[config.mk]
export PLATFORM = sky130hd
export DESIGN_NAME = gpo
export DESIGN_NICKNAME = d
export VERILOG_FILES = /design/src/rtl/gpo_pkg.sv /design/src/rtl/gpo_pulse_timer.sv /design/src/rtl/gpo.sv
export SDC_FILE = /design/constraint.sdc
export NUM_CORES = 1
export LEC_CHECK = 0
export ABC_AREA = 1
export BUFFER_PORTS_ARGS = -buffer_cell sky130_fd_sc_hd__buf_2
export CAP_MARGIN = 20
export CORE_UTILIZATION = 35
export DETAILED_ROUTE_END_ITERATION = 12
export SLEW_MARGIN = 20
export SYNTH_ARGS = -nofsm -noshare
export SYNTH_HDL_FRONTEND = slang
export SYNTH_SLANG_ARGS = --single-unit
[constraint.sdc]
create_clock -name clk -period 1.6 [get_ports clk]
set_clock_uncertainty 0.05 [all_clocks]
set_input_delay 0.32 -clock clk [delete_from_list [all_inputs] [get_ports clk]]
set_output_delay 0.32 -clock clk [all_outputs]
set_load 0.05 [all_outputs]
[src/rtl/gpo_pkg.sv]
// Shared definitions for the general-purpose output core: register map,
// pulse length width, pulse FSM states and STATUS bit positions.
package gpo_pkg;

   // Register index width on the slot bus
   localparam int ADDR_W = 5;

   // Register map
   localparam logic [ADDR_W-1:0] ADDR_DATA      = 5'd0;
   localparam logic [ADDR_W-1:0] ADDR_SET       = 5'd1;
   localparam logic [ADDR_W-1:0] ADDR_CLR       = 5'd2;
   localparam logic [ADDR_W-1:0] ADDR_TGL       = 5'd3;
   localparam logic [ADDR_W-1:0] ADDR_PULSE_LEN = 5'd4;
   localparam logic [ADDR_W-1:0] ADDR_PULSE     = 5'd5;
   localparam logic [ADDR_W-1:0] ADDR_STATUS    = 5'd6;
   localparam logic [ADDR_W-1:0] ADDR_PIN       = 5'd7;

   // Pulse length register and down-counter width
   localparam int PULSE_LEN_W = 16;

   // STATUS register bit positions
   localparam int STATUS_BUSY_BIT = 0;
   localparam int STATUS_ERR_BIT  = 1;

   // One-shot pulse engine states
   typedef enum logic {
      IDLE   = 1'b0,
      ACTIVE = 1'b1
   } state_t;

endpackage

[src/rtl/gpo_pulse_timer.sv]
// One-shot pulse engine: latches an inversion mask and holds busy for
// exactly `len` clock periods, counting down to 1. A start while busy is
// rejected (no restart, mask kept) and flagged on `reject` for the owner's
// sticky error bit. A zero length latches the mask but never goes busy.
module gpo_pulse_timer
   import gpo_pkg::*;
#(
   parameter int W = 8
) (
   input  logic                   clk,
   input  logic                   reset,
   input  logic                   start,
   input  logic [PULSE_LEN_W-1:0] len,
   input  logic [W-1:0]           mask_in,
   output logic                   busy,
   output logic [W-1:0]           mask,
   output logic                   reject,
   output state_t                 state
);

   logic [PULSE_LEN_W-1:0] cnt;

   // Pulse FSM with its down-counter and mask latch
   always_ff @(posedge clk or negedge reset) begin
      if (!reset) begin
         state <= IDLE;
         cnt   <= '0;
         mask  <= '0;
      end else begin
         case (state)
            IDLE: begin
               if (start) begin
                  // The mask is latched even for a zero length so that a
                  // readback shows the last requested pattern.
                  mask <= mask_in;
                  if (len != '0) begin
                     cnt   <= len;
                     state <= ACTIVE;
                  end
               end
            end
            ACTIVE: begin
               // Counting down to 1 (not 0) gives exactly `len` busy
               // periods and can never wrap, even for len = 65535.
               cnt <= cnt - 1'b1;
               if (cnt == PULSE_LEN_W'(1)) begin
                  state <= IDLE;
               end
            end
            default: begin
               state <= IDLE;
            end
         endcase
      end
   end

   assign busy   = (state == ACTIVE);
   assign reject = start && (state == ACTIVE);

endmodule

[src/rtl/gpo.sv]
// General-purpose output core for one I/O slot. Drives W output pins from
// a CPU-writable register with atomic set/clear/toggle, plus a one-shot
// pulse overlay that inverts selected pins for a programmed cycle count.
//
// Bus handshake: there is no ready/wait signal. A write is accepted on
// every rising edge where cs && write, and takes effect at that edge.
// Reads are side-effect-free; rd_data is a combinational function of addr
// and current register state, so it is valid in the same cycle (zero wait
// states) independent of cs and read.
module gpo
   import gpo_pkg::*;
#(
   parameter int W = 8
) (
   input  logic                 clk,
   input  logic                 reset,
   input  logic                 cs,
   input  logic                 read,
   input  logic                 write,
   input  logic [ADDR_W-1:0]    addr,
   input  logic [31:0]          wr_data,
   output logic [31:0]          rd_data,
   output logic [W-1:0]         data_out
);

   logic                   we;
   logic [W-1:0]           out_reg;
   logic [PULSE_LEN_W-1:0] pulse_len;
   logic                   err;
   logic                   pulse_start;
   logic                   pulse_busy;
   logic [W-1:0]           pulse_mask;
   logic                   pulse_reject;
   state_t                 pulse_state;
   logic                   unused_bits;

   assign we          = cs && write;
   assign pulse_start = we && (addr == ADDR_PULSE);

   // Upper write-data bits beyond W, and the read strobe, carry no meaning
   // for this core.
   assign unused_bits = ^{wr_data, read};

   gpo_pulse_timer #(
      .W (W)
   ) u_pulse_timer (
      .clk     (clk),
      .reset   (reset),
      .start   (pulse_start),
      .len     (pulse_len),
      .mask_in (wr_data[W-1:0]),
      .busy    (pulse_busy),
      .mask    (pulse_mask),
      .reject  (pulse_reject),
      .state   (pulse_state)
   );

   // Output register with load / atomic set / clear / toggle
   always_ff @(posedge clk or negedge reset) begin
      if (!reset) begin
         out_reg <= '0;
      end else if (we) begin
         case (addr)
            ADDR_DATA: out_reg <= wr_data[W-1:0];
            ADDR_SET:  out_reg <= out_reg | wr_data[W-1:0];
            ADDR_CLR:  out_reg <= out_reg & ~wr_data[W-1:0];
            ADDR_TGL:  out_reg <= out_reg ^ wr_data[W-1:0];
            default:   out_reg <= out_reg;
         endcase
      end
   end

   // Pulse length register; a change does not affect a running pulse
   // because the timer copied the length into its own counter at start.
   always_ff @(posedge clk or negedge reset) begin
      if (!reset) begin
         pulse_len <= '0;
      end else if (we && (addr == ADDR_PULSE_LEN)) begin
         pulse_len <= wr_data[PULSE_LEN_W-1:0];
      end
   end

   // Sticky error: set by a rejected pulse start, cleared by any STATUS
   // write. Both cannot happen in the same cycle (one address per cycle).
   always_ff @(posedge clk or negedge reset) begin
      if (!reset) begin
         err <= 1'b0;
      end else if (we && (addr == ADDR_STATUS)) begin
         err <= 1'b0;
      end else if (pulse_reject) begin
         err <= 1'b1;
      end
   end

   // Pins: the pulse is an XOR overlay and never modifies out_reg
   assign data_out = out_reg ^ (pulse_busy ? pulse_mask : '0);

   // Read mux, zero-extended to the bus width
   always_comb begin
      rd_data = '0;
      case (addr)
         ADDR_DATA:      rd_data = 32'(out_reg);
         ADDR_PULSE_LEN: rd_data = 32'(pulse_len);
         ADDR_PULSE:     rd_data = 32'(pulse_mask);
         ADDR_STATUS: begin
            rd_data[STATUS_BUSY_BIT] = (pulse_state == ACTIVE);
            rd_data[STATUS_ERR_BIT]  = err;
         end
         ADDR_PIN:       rd_data = 32'(data_out);
         default:        rd_data = '0;
      endcase
   end

endmodule

# [Word level (Yosys, flattened, before mapping)]
# Cells that the tools add are included.
[op_classes] n_addsub=1 eq_ne=10 mux=13 n_bitwise=6 reduce_logical=12
[ops] cell="$pmux 14 s4" count=1
[ops] cell="$mux 16" count=2
[ops] cell="$pmux 16 s2" count=1
[ops] cell="$pmux 8 s4" count=1
[ops] cell="$eq 5x3->1 const B" count=4
[ops] cell="$eq 16x1->1 const B" count=1
[ops] cell="$reduce_bool 16->1" count=1
[ops] cell="$sub 16x1->16 const B" count=1
[ops] cell="$xor 8x8->8" count=2
[ops] cell="$eq 5x2->1 const B" count=2
[ops] cell="$pmux 2 s5" count=1
[ops] cell="$and 8x8->8" count=1
[ops] cell="$mux 8" count=1
[ops] cell="$not 8->8" count=1
[ops] cell="$or 8x8->8" count=1
[ops] cell="$reduce_and 2->1" count=3
[ops] cell="$eq 5x1->1 const B" count=1
[ops] cell="$logic_and 1x1->1" count=5
[ops] cell="$logic_not 5->1" count=1
[ops] cell="$mux 1" count=5
[ops] cell="$ne 2x1->1 const B" count=2
[ops] cell="$reduce_bool 4->1" count=1
[ops] cell="$pmux 1 s2" count=1
[ops] cell="$reduce_bool 2->1" count=1
[ops] cell="$not 1->1" count=1
[totals] ff_bits=50 inputBits=42 out_inout_bits=40 wordCells=48

# [Logic depth before layout (Yosys ltp)]
# Gate-level depths: netlist of run 1.
[logic_depth] depth_word=5 ltp_mapped=11 mapped_depth_nobuf=11

# [Hierarchy]
# From an unflattened synthesis of run 1, not the netlist that was laid out.
[hier_totals] cells_unflattened=525 area_unflattened_um2=3814.9
[modules_own_cells] module="gpo" instances=1 cells_each=300 area_per_inst_um2=2169.6 seq_area_each_um2=625.6
[modules_own_cells] module="gpo_pulse_timer" instances=1 cells_each=225 area_per_inst_um2=1645.3 seq_area_each_um2=625.6

# [Worst setup path before layout of run 1]
# OpenSTA, ideal clock, no wires.
[synth_timing] path_kind="reg-to-output" from="register u_pulse_timer.state, in the netlist u_pulse_timer.busy" to="output port rd_data[2]" arrival_time_ns=1.970 required_time_ns=1.230 setup_slack_ns=-0.740 path_stages_with_launch=6 path_buffers=1 cell_sequence="dfrtp_1 buf_2 nand2_1 xor2_1 nand2_1 o2111ai_1"
[synth_via] elab_chain_cells=3
[synth_lines] element="start: declaration" line_no="gpo_pulse_timer.sv:18" text="output state_t state"
[synth_lines] element="start signal: assignment" line_no="gpo_pulse_timer.sv:26" text="state <= IDLE;"
[synth_lines] element="start signal: assignment" line_no="gpo_pulse_timer.sv:38" text="state <= ACTIVE;"
[synth_lines] element="start signal: assignment" line_no="gpo_pulse_timer.sv:47" text="state <= IDLE;"
[synth_lines] element="$mux 8" line_no="gpo.sv:96" text="assign data_out = out_reg ^ (pulse_busy ? pulse_mask : '0);"
[synth_lines] element="$xor 8x8->8" line_no="gpo.sv:96"
[synth_lines] element="net data_out[2]" line_no="gpo.sv:23" text="output logic [W-1:0] data_out"
[synth_lines] element="$pmux 14 s4" line_no="gpo.sv:101" text="case (addr)"
[synth_lines] element="end: declaration" line_no="gpo.sv:22" text="output logic [31:0] rd_data,"
# The timed path passes the listed nets, and every way through them passes these cells.

# [Final worst setup path of run 1]
[layout_timing] from="register u_pulse_timer.state, in the netlist u_pulse_timer.busy" to="output port data_out[1]"
[layout_via] elab_chain_cells=2
[layout_lines] element="$mux 8" line_no="gpo.sv:96"
[layout_lines] element="$xor 8x8->8" line_no="gpo.sv:96"
[layout_lines] element="end: declaration" line_no="gpo.sv:23"
# Every way passes these cells.

==> results of run 1 <==
per-stage QoR:
stage	total power, W	utilization, %	setup TNS, ps	std cells	hold WS, ps
finish	0.00354	52.1	-4280	740	216
global route	0.00375	52.1	-5950	740	226
CTS	0.00350	51.2	-4340	737	209
detailed placement	0.00260	46.9	-7050	726	175
global placement	0.00258	46.9	-6640	726	169
floorplan	0.00224	-	-1280	518	-25.6
synthesized netlist by cell type (all sizes together) (4+ instances only):
library cell / n
nand2: 134
nor2: 56
buf: 28
o2111ai: 6
clkbuf: 4
nand3: 57
xor2: 8
dfrtp: 50
o21ai: 36
inv: 54
nor3: 5
a21oi: 18
nand4: 14
ha: 18
final timing paths:
check                                         to  cells past startpoint
max in group asynchronous           pulse_len[3]                      3
setup / recovery                     data_out[1]                      7
hold reg to reg                       out_reg[6]                      2
min in group asynchronous  u_pulse_timer.cnt[10]                      2
hold / removal                     pulse_len[10]                      3
setup reg to reg                      out_reg[5]                      6
repair_timing:
item | 4_1_cts | 5_1_grt
pin swaps | 4 | 1
setup buffers | 4 | 3
hold buffers | 1 | 0
endpoints found under the setup margin | 29 | 50
hold endpoints to repair | 10 | 0
resized for setup | 84 | 25
gates cloned | 1 | 0
layout make-up:
type	count	area, um^2
fill	898	4730
multi-input combinational	380	2340
timing repair buffer	115	1070
tap	133	166
clock buffer	6	82.6
inverter	56	218
sequential	50	1250
routing by layer:
layer	vias to the layer above	share of wire [%]	wire, um	global-route usage, %
li1	1805	-	-	-
met1	1666	44	4550	27.4
met2	90	50	5100	36.9
met3	8	4.7	484	3.49
met4	0	1.0	103	4.01
met5	-	0	0	0
cells by family after synthesis:
logic type	count (synthesis)
and+or+nand+nor	273
xor gates and xnor gates	8
DFF	50
other	1
buffers and inverters	88
adders and majority gates	18
AOI/OAI and AO/OA	65
critical path, cell delays in order (launching register included):
cell and delay, ps:
dfrtp_2 430, buf_12 160, nand2_8 60, xor2_4 150, buf_4 130, buf_6 100
buf_6 100, buf_8 140
power groups by stage:
stage	clock network, W	logic, W	registers [W]
final	0.000744	0.00134	0.00146
after global routing	0.000832	0.00145	0.00147
after CTS	0.000776	0.00128	0.00145
after detailed placement	0	0.00113	0.00147
after global placement	0	0.00111	0.00147
after floorplan	0	0.000787	0.00145
==> impl_summary.log, run 1 <==
[metrics] outcome: finished with violations
[metrics] violated checks: setup timing
[metrics] switching power summed over all nets: 0.00128 W
[metrics] Port Buffer Count: 48
[metrics] Layout Cell Area excl Fill: 5130 um^2
[metrics] Hold Crit Class: input port to flip-flop
[metrics] area of the core: 9860 um^2
[metrics] Internal Pwr Total: 0.00226 W
[metrics] worst-case register-to-register setup slack: 100 ps
[metrics] max frequency: 513 MHz
[metrics] share of the cycle needed by the critical path after routing: 122%
[metrics] largest net degree at the start of global routing: 41
[metrics] reported leakage power: 2.42 nW
[metrics] clock-pin slew of the registers on the worst-case setup and hold paths: 90 ps
[metrics] maximum capacitance violations: 0
[metrics] post-DP HPWL: 7.62 mm
[metrics] placement-stage cell area: 4620 um^2
[metrics] Num CTS Buffers: 5
[metrics] sequential area share after synthesis: 34.9%
[metrics] unrepaired setup endpoints after global routing: yes
[metrics] Min Clock Period, post-route: 1950 ps
[metrics] worst skew pair latency: 300 ps
[metrics] Place WS: -319 ps
[metrics] number of warnings printed during yosys synthesis: 0
[metrics] adder and majority gate portion of the synthesized area: 6.28%
[metrics] num rows: 36
[metrics] final setup slack of the worst path: -348 ps
[metrics] area fraction in compound gates after synthesis: 10.9%
[metrics] Top FF cell, synth: dfrtp_1
[metrics] peak fanout along the critical path: 6
[metrics] via count: 3,569
[metrics] number of top-level pins: 82
[metrics] average routed wire per standard cell: 13.8 um
[metrics] Die Y: 103 um
[metrics] Worst Path Required: 1230 ps
[metrics] worst setup path class: flip-flop to primary output
[metrics] unique cell type count in the Yosys netlist: 34
[metrics] mux share of post-synthesis cell area: 0%
[metrics] maximum root-to-sink buffer count: 2
[metrics] count of endpoints failing setup in the final report: 24
[metrics] H-tree depth reported by CTS: 2
[metrics] clock net sink count: 50
[metrics] buffer cell driving the clock tree root: clkbuf_8
[metrics] total count of hold-check failures in the final report: 0
[metrics] crit path DAT: 1580 ps
[metrics] startpoint of the worst-slack reg-to-reg timing path: out_reg[5]
[metrics] proportion of layout cells with a drive suffix above 1: 32.3%
[metrics] area share of the leading cell type in the synthesized netlist: 34.9%
[metrics] wire length of the first global-routing pass: 17.2 mm
[metrics] number of DRC markers after the initial detailed-route iteration: 124
[metrics] initial antenna violation count: 0
[metrics] vias in the first global route: 3,511
[metrics] fraction of power consumed by sequential logic: 41.1%
[metrics] count of flip-flops with a built-in enable after synthesis: 0
[metrics] drt total wl: 10.2 mm
[metrics] Die Outline Area: 10,700 um^2
[metrics] total routing usage reported by global routing: 21.0%
[metrics] net total in the final layout: 668
[metrics] power density over the cells: 689 nW/um^2
[metrics] max-slew violations: 0
[metrics] Post-Synth Simple-Gate Area: 34.0%
[metrics] Die Wd: 103 um
[metrics] cell area after technology mapping: 3590 um^2
[metrics] first-pass iteration count of the detailed router: 4
[metrics] total overflow reported by the global router: 0
[metrics] flip-flop and latch count after synthesis: 50
[metrics] Placer Congestion: 0.858
[metrics] Critical path origin: u_pulse_timer.busy
[metrics] kind of capture point of the worst setup path: primary output
[metrics] Synth Area in XOR/XNOR: 1.95%
[metrics] proportion of total power due to net switching: 36.0%
[metrics] combinational power share: 37.9%
[metrics] worst min-delay path startpoint: wr_data[10]
[metrics] most area-hungry cell type in the Yosys netlist: dfrtp_1
[metrics] commonest non-fill, non-tap cell in the layout: nand2_1
[metrics] biggest area contributors in the synthesized netlist: dfrtp_1, nand2_1, nand3_1
[metrics] commonest cells after routing, fill and taps aside: nand2_1, nand3_1, buf_4
[metrics] average cell area after synthesis: 7.13 um^2
[metrics] power share of the clock group: 21.0%
[metrics] count of antenna-violating nets left after detailed routing: 0
[metrics] Post-route DRC: 0
[metrics] via-per-instance ratio: 4.82
[metrics] element type at the critical path start: flip-flop
[metrics] FFs w/ async S/R, synth: 100%
[metrics] Layout area overhead: 43.2%
[metrics] highest ir drop seen on vdd: 0.425 mV
[metrics] number of standard cells after synthesis: 503
[metrics] antenna cell count: 0
[metrics] biggest registers after layout: pulse_len x16, u_pulse_timer.cnt x16
[metrics] Initial Util: 36.4%
[metrics] combinational family with the most area after synthesis: simple AND/OR/NAND/NOR gates
[metrics] TritonCTS clock tree: yes
Power figures use the tool's default switching activity.
==> run 2: changes to the inputs <==
--- a/config.mk
+++ b/config.mk
@@ -6,10 +6,11 @@
 export NUM_CORES = 1
 export LEC_CHECK = 0
 export ABC_AREA = 1
-export BUFFER_PORTS_ARGS = -buffer_cell sky130_fd_sc_hd__buf_2
 export CAP_MARGIN = 20
 export CORE_UTILIZATION = 35
 export DETAILED_ROUTE_END_ITERATION = 12
+export DONT_BUFFER_PORTS = 1
+export GPL_TIMING_DRIVEN = 0
 export SLEW_MARGIN = 20
 export SYNTH_ARGS = -nofsm -noshare
 export SYNTH_HDL_FRONTEND = slang
==> impl_summary.log, run 2 (same netlist as run 1, synthesis figures left out) <==
[metrics] outcome: finished with violations
[metrics] violated checks: setup timing
[metrics] peak fanout along the critical path: 10
[metrics] post-DP HPWL: 7.62 mm
[metrics] Worst Path Required: 1230 ps
[metrics] largest net degree at the start of global routing: 51
[metrics] met2 wirelength from detailed routing: 5.10 mm
[metrics] commonest non-fill, non-tap cell in the layout: nand2_1
[metrics] Initial Util: 36.4%
[metrics] Worst path top cell family by delay: simple AND/OR/NAND/NOR gates
[metrics] number of buffer and inverter instances along the worst setup path: 3
[metrics] maximum cell stage delay along the critical path: 530 ps
[metrics] initial antenna violation count: 0
[metrics] Placed Cells: 651
[metrics] power share of the clock group: 24.3%
[metrics] utilization of the core after routing: 45.9%
[metrics] clock net sink count: 50
[metrics] Num CTS Buffers: 5
[metrics] count of endpoints failing setup in the final report: 22
[metrics] clock-pin slew of the registers on the worst-case setup and hold paths: 90 ps
[metrics] final std cells w/o fill: 672
[metrics] Hold Crit Class: input port to flip-flop
[metrics] element type at the critical path start: flip-flop
[metrics] antenna cell count: 0
[metrics] unrepaired setup endpoints after global routing: yes
[metrics] num rows: 36
[metrics] final setup slack of the worst path: -581 ps
[metrics] worst setup path class: flip-flop to primary output
[metrics] total routing usage reported by global routing: 20.6%
[metrics] power density over the cells: 709 nW/um^2
[metrics] proportion of layout cells with a drive suffix above 1: 24.5%
[metrics] vias in the first global route: 3,320
[metrics] worst-path cell chain: buf_6 > buf_4 > clkbuf_4 > nand3_1 > nand4_1
[metrics] share of the cycle needed by the critical path after routing: 136%
[metrics] worst skew pair latency: 320 ps
[metrics] maximum capacitance violations: 0
[metrics] routed length on met3: 558 um
[metrics] Port Buffer Count: 0
[metrics] proportion of total power due to net switching: 39.0%
[metrics] topmost layer with routed signal wires: met4
[metrics] max frequency: 459 MHz
[metrics] Min Clock Period, post-route: 2180 ps
[metrics] reported leakage power: 2.03 nW
[metrics] Die Wd: 103 um
[metrics] area of the multi-input gates: 2380 um^2
[metrics] max-slew violations: 0
[metrics] wire length of the first global-routing pass: 16.7 mm
[metrics] Die Outline Area: 10,700 um^2
[metrics] remaining max-slew budget at the tightest pin: 56.3%
[metrics] highest ir drop seen on vdd: 0.358 mV
[metrics] Placer Congestion: 0.829
[metrics] via count: 3,418
[metrics] H-tree depth reported by CTS: 2
[metrics] via-per-instance ratio: 5.09
[metrics] sequential cell area: 1250 um^2
[metrics] total overflow reported by the global router: 0
[metrics] Post-route DRC: 0
[metrics] kind of capture point of the worst setup path: primary output
[metrics] commonest cells after routing, fill and taps aside: nand2_1, nand3_1, dfrtp_1
[metrics] number of top-level pins: 82
[metrics] TritonCTS clock tree: yes
[metrics] number of DRC markers after the initial detailed-route iteration: 177
[metrics] Die Y: 103 um
[metrics] routed metal-1 wirelength: 4.46 mm
[metrics] count of antenna-violating nets left after detailed routing: 0
[metrics] Layout area overhead: 26.4%
[metrics] first-pass iteration count of the detailed router: 5
[metrics] transition time at the pin with the least slew margin: 654 ps
[metrics] area of the core: 9860 um^2
[metrics] switching power summed over all nets: 0.00125 W
[metrics] crit path DAT: 1810 ps
[metrics] maximum root-to-sink buffer count: 2
[metrics] Critical-path top delay cell: nand4_1
[metrics] fillers: 978
[metrics] average routed wire per standard cell: 15.2 um
[metrics] net total in the final layout: 600
[metrics] fraction of power consumed by sequential logic: 45.5%
[metrics] total count of hold-check failures in the final report: 0
[metrics] Internal Pwr Total: 0.00196 W
[metrics] biggest registers after layout: pulse_len x16, u_pulse_timer.cnt x16
[metrics] drt total wl: 10.2 mm
[metrics] combinational power share: 30.2%
[metrics] buffer cell driving the clock tree root: clkbuf_8
==> run 2: final cells by class <==
class | count | share of cell area, %
Multi-Input combinational cell | 380 | 52.5
Sequential cell | 50 | 27.6
Buffer | 32 | 5.66
Inverter | 56 | 4.94
Timing Repair Buffer | 15 | 3.81
Tap cell | 133 | 3.67
Clock buffer | 6 | 1.82
==> run 2: what timing repair did <==
item	CTS	global route
buffers inserted	10	3
gates cloned	0	0
endpoints found under the hold margin	50	0
gates resized for setup	28	31
pin swaps	12	8
endpoints found under the setup margin	29	40
hold buffers	2	0
==> run 2: path summary, 6_finish.rpt <==
kind,from,end,slack [ps],cells past startpoint
worst max-delay path,u_pulse_timer.busy,rd_data[0],-580,5
worst min-delay path,wr_data[9],pulse_len[9],110,2
worst min register to register,err,err,480,2
worst max register to register,out_reg[1],out_reg[1],90,6
min in group asynchronous,reset,u_pulse_timer.cnt[6],480,2
max in group asynchronous,reset,u_pulse_timer.cnt[7],780,2
==> run 2: routing by layer <==
layer | global-route usage [%] | up-vias
met5 | 0 | -
met4 | 5.53 | 0
met3 | 4.17 | 11
met2 | 35.8 | 88
met1 | 26.2 | 1639
li1 | - | 1680
==> run 2: through the flow <==
| stage | cell area (um^2) | hold slack [ps] | setup TNS [ps] | setup WS [ps] | power (W) |
|---|---|---|---|---|---|
| floorplan | 3940 | -25.6 | -1280 | -161 | 0.00224 |
| global placement | 4100 | -24.5 | -7650 | -522 | 0.00235 |
| detailed placement | 4100 | -24.6 | -8630 | -521 | 0.00237 |
| CTS | 4440 | 115 | -6420 | -602 | 0.00320 |
| global route | 4530 | 110 | -7220 | -642 | 0.00337 |
| finish | 4530 | 114 | -6100 | -581 | 0.00322 |
==> run 2: power groups by stage <==
stage | Combinational (W) | Sequential, W | Clock (W)
3_3_place_gp | 0.000878 | 0.00147 | 0
5_1_grt | 0.00106 | 0.00148 | 0.000835
2_1_floorplan | 0.000787 | 0.00145 | 0
3_5_place_dp | 0.000895 | 0.00148 | 0
6_report | 0.000972 | 0.00146 | 0.000781
4_1_cts | 0.000950 | 0.00146 | 0.000791
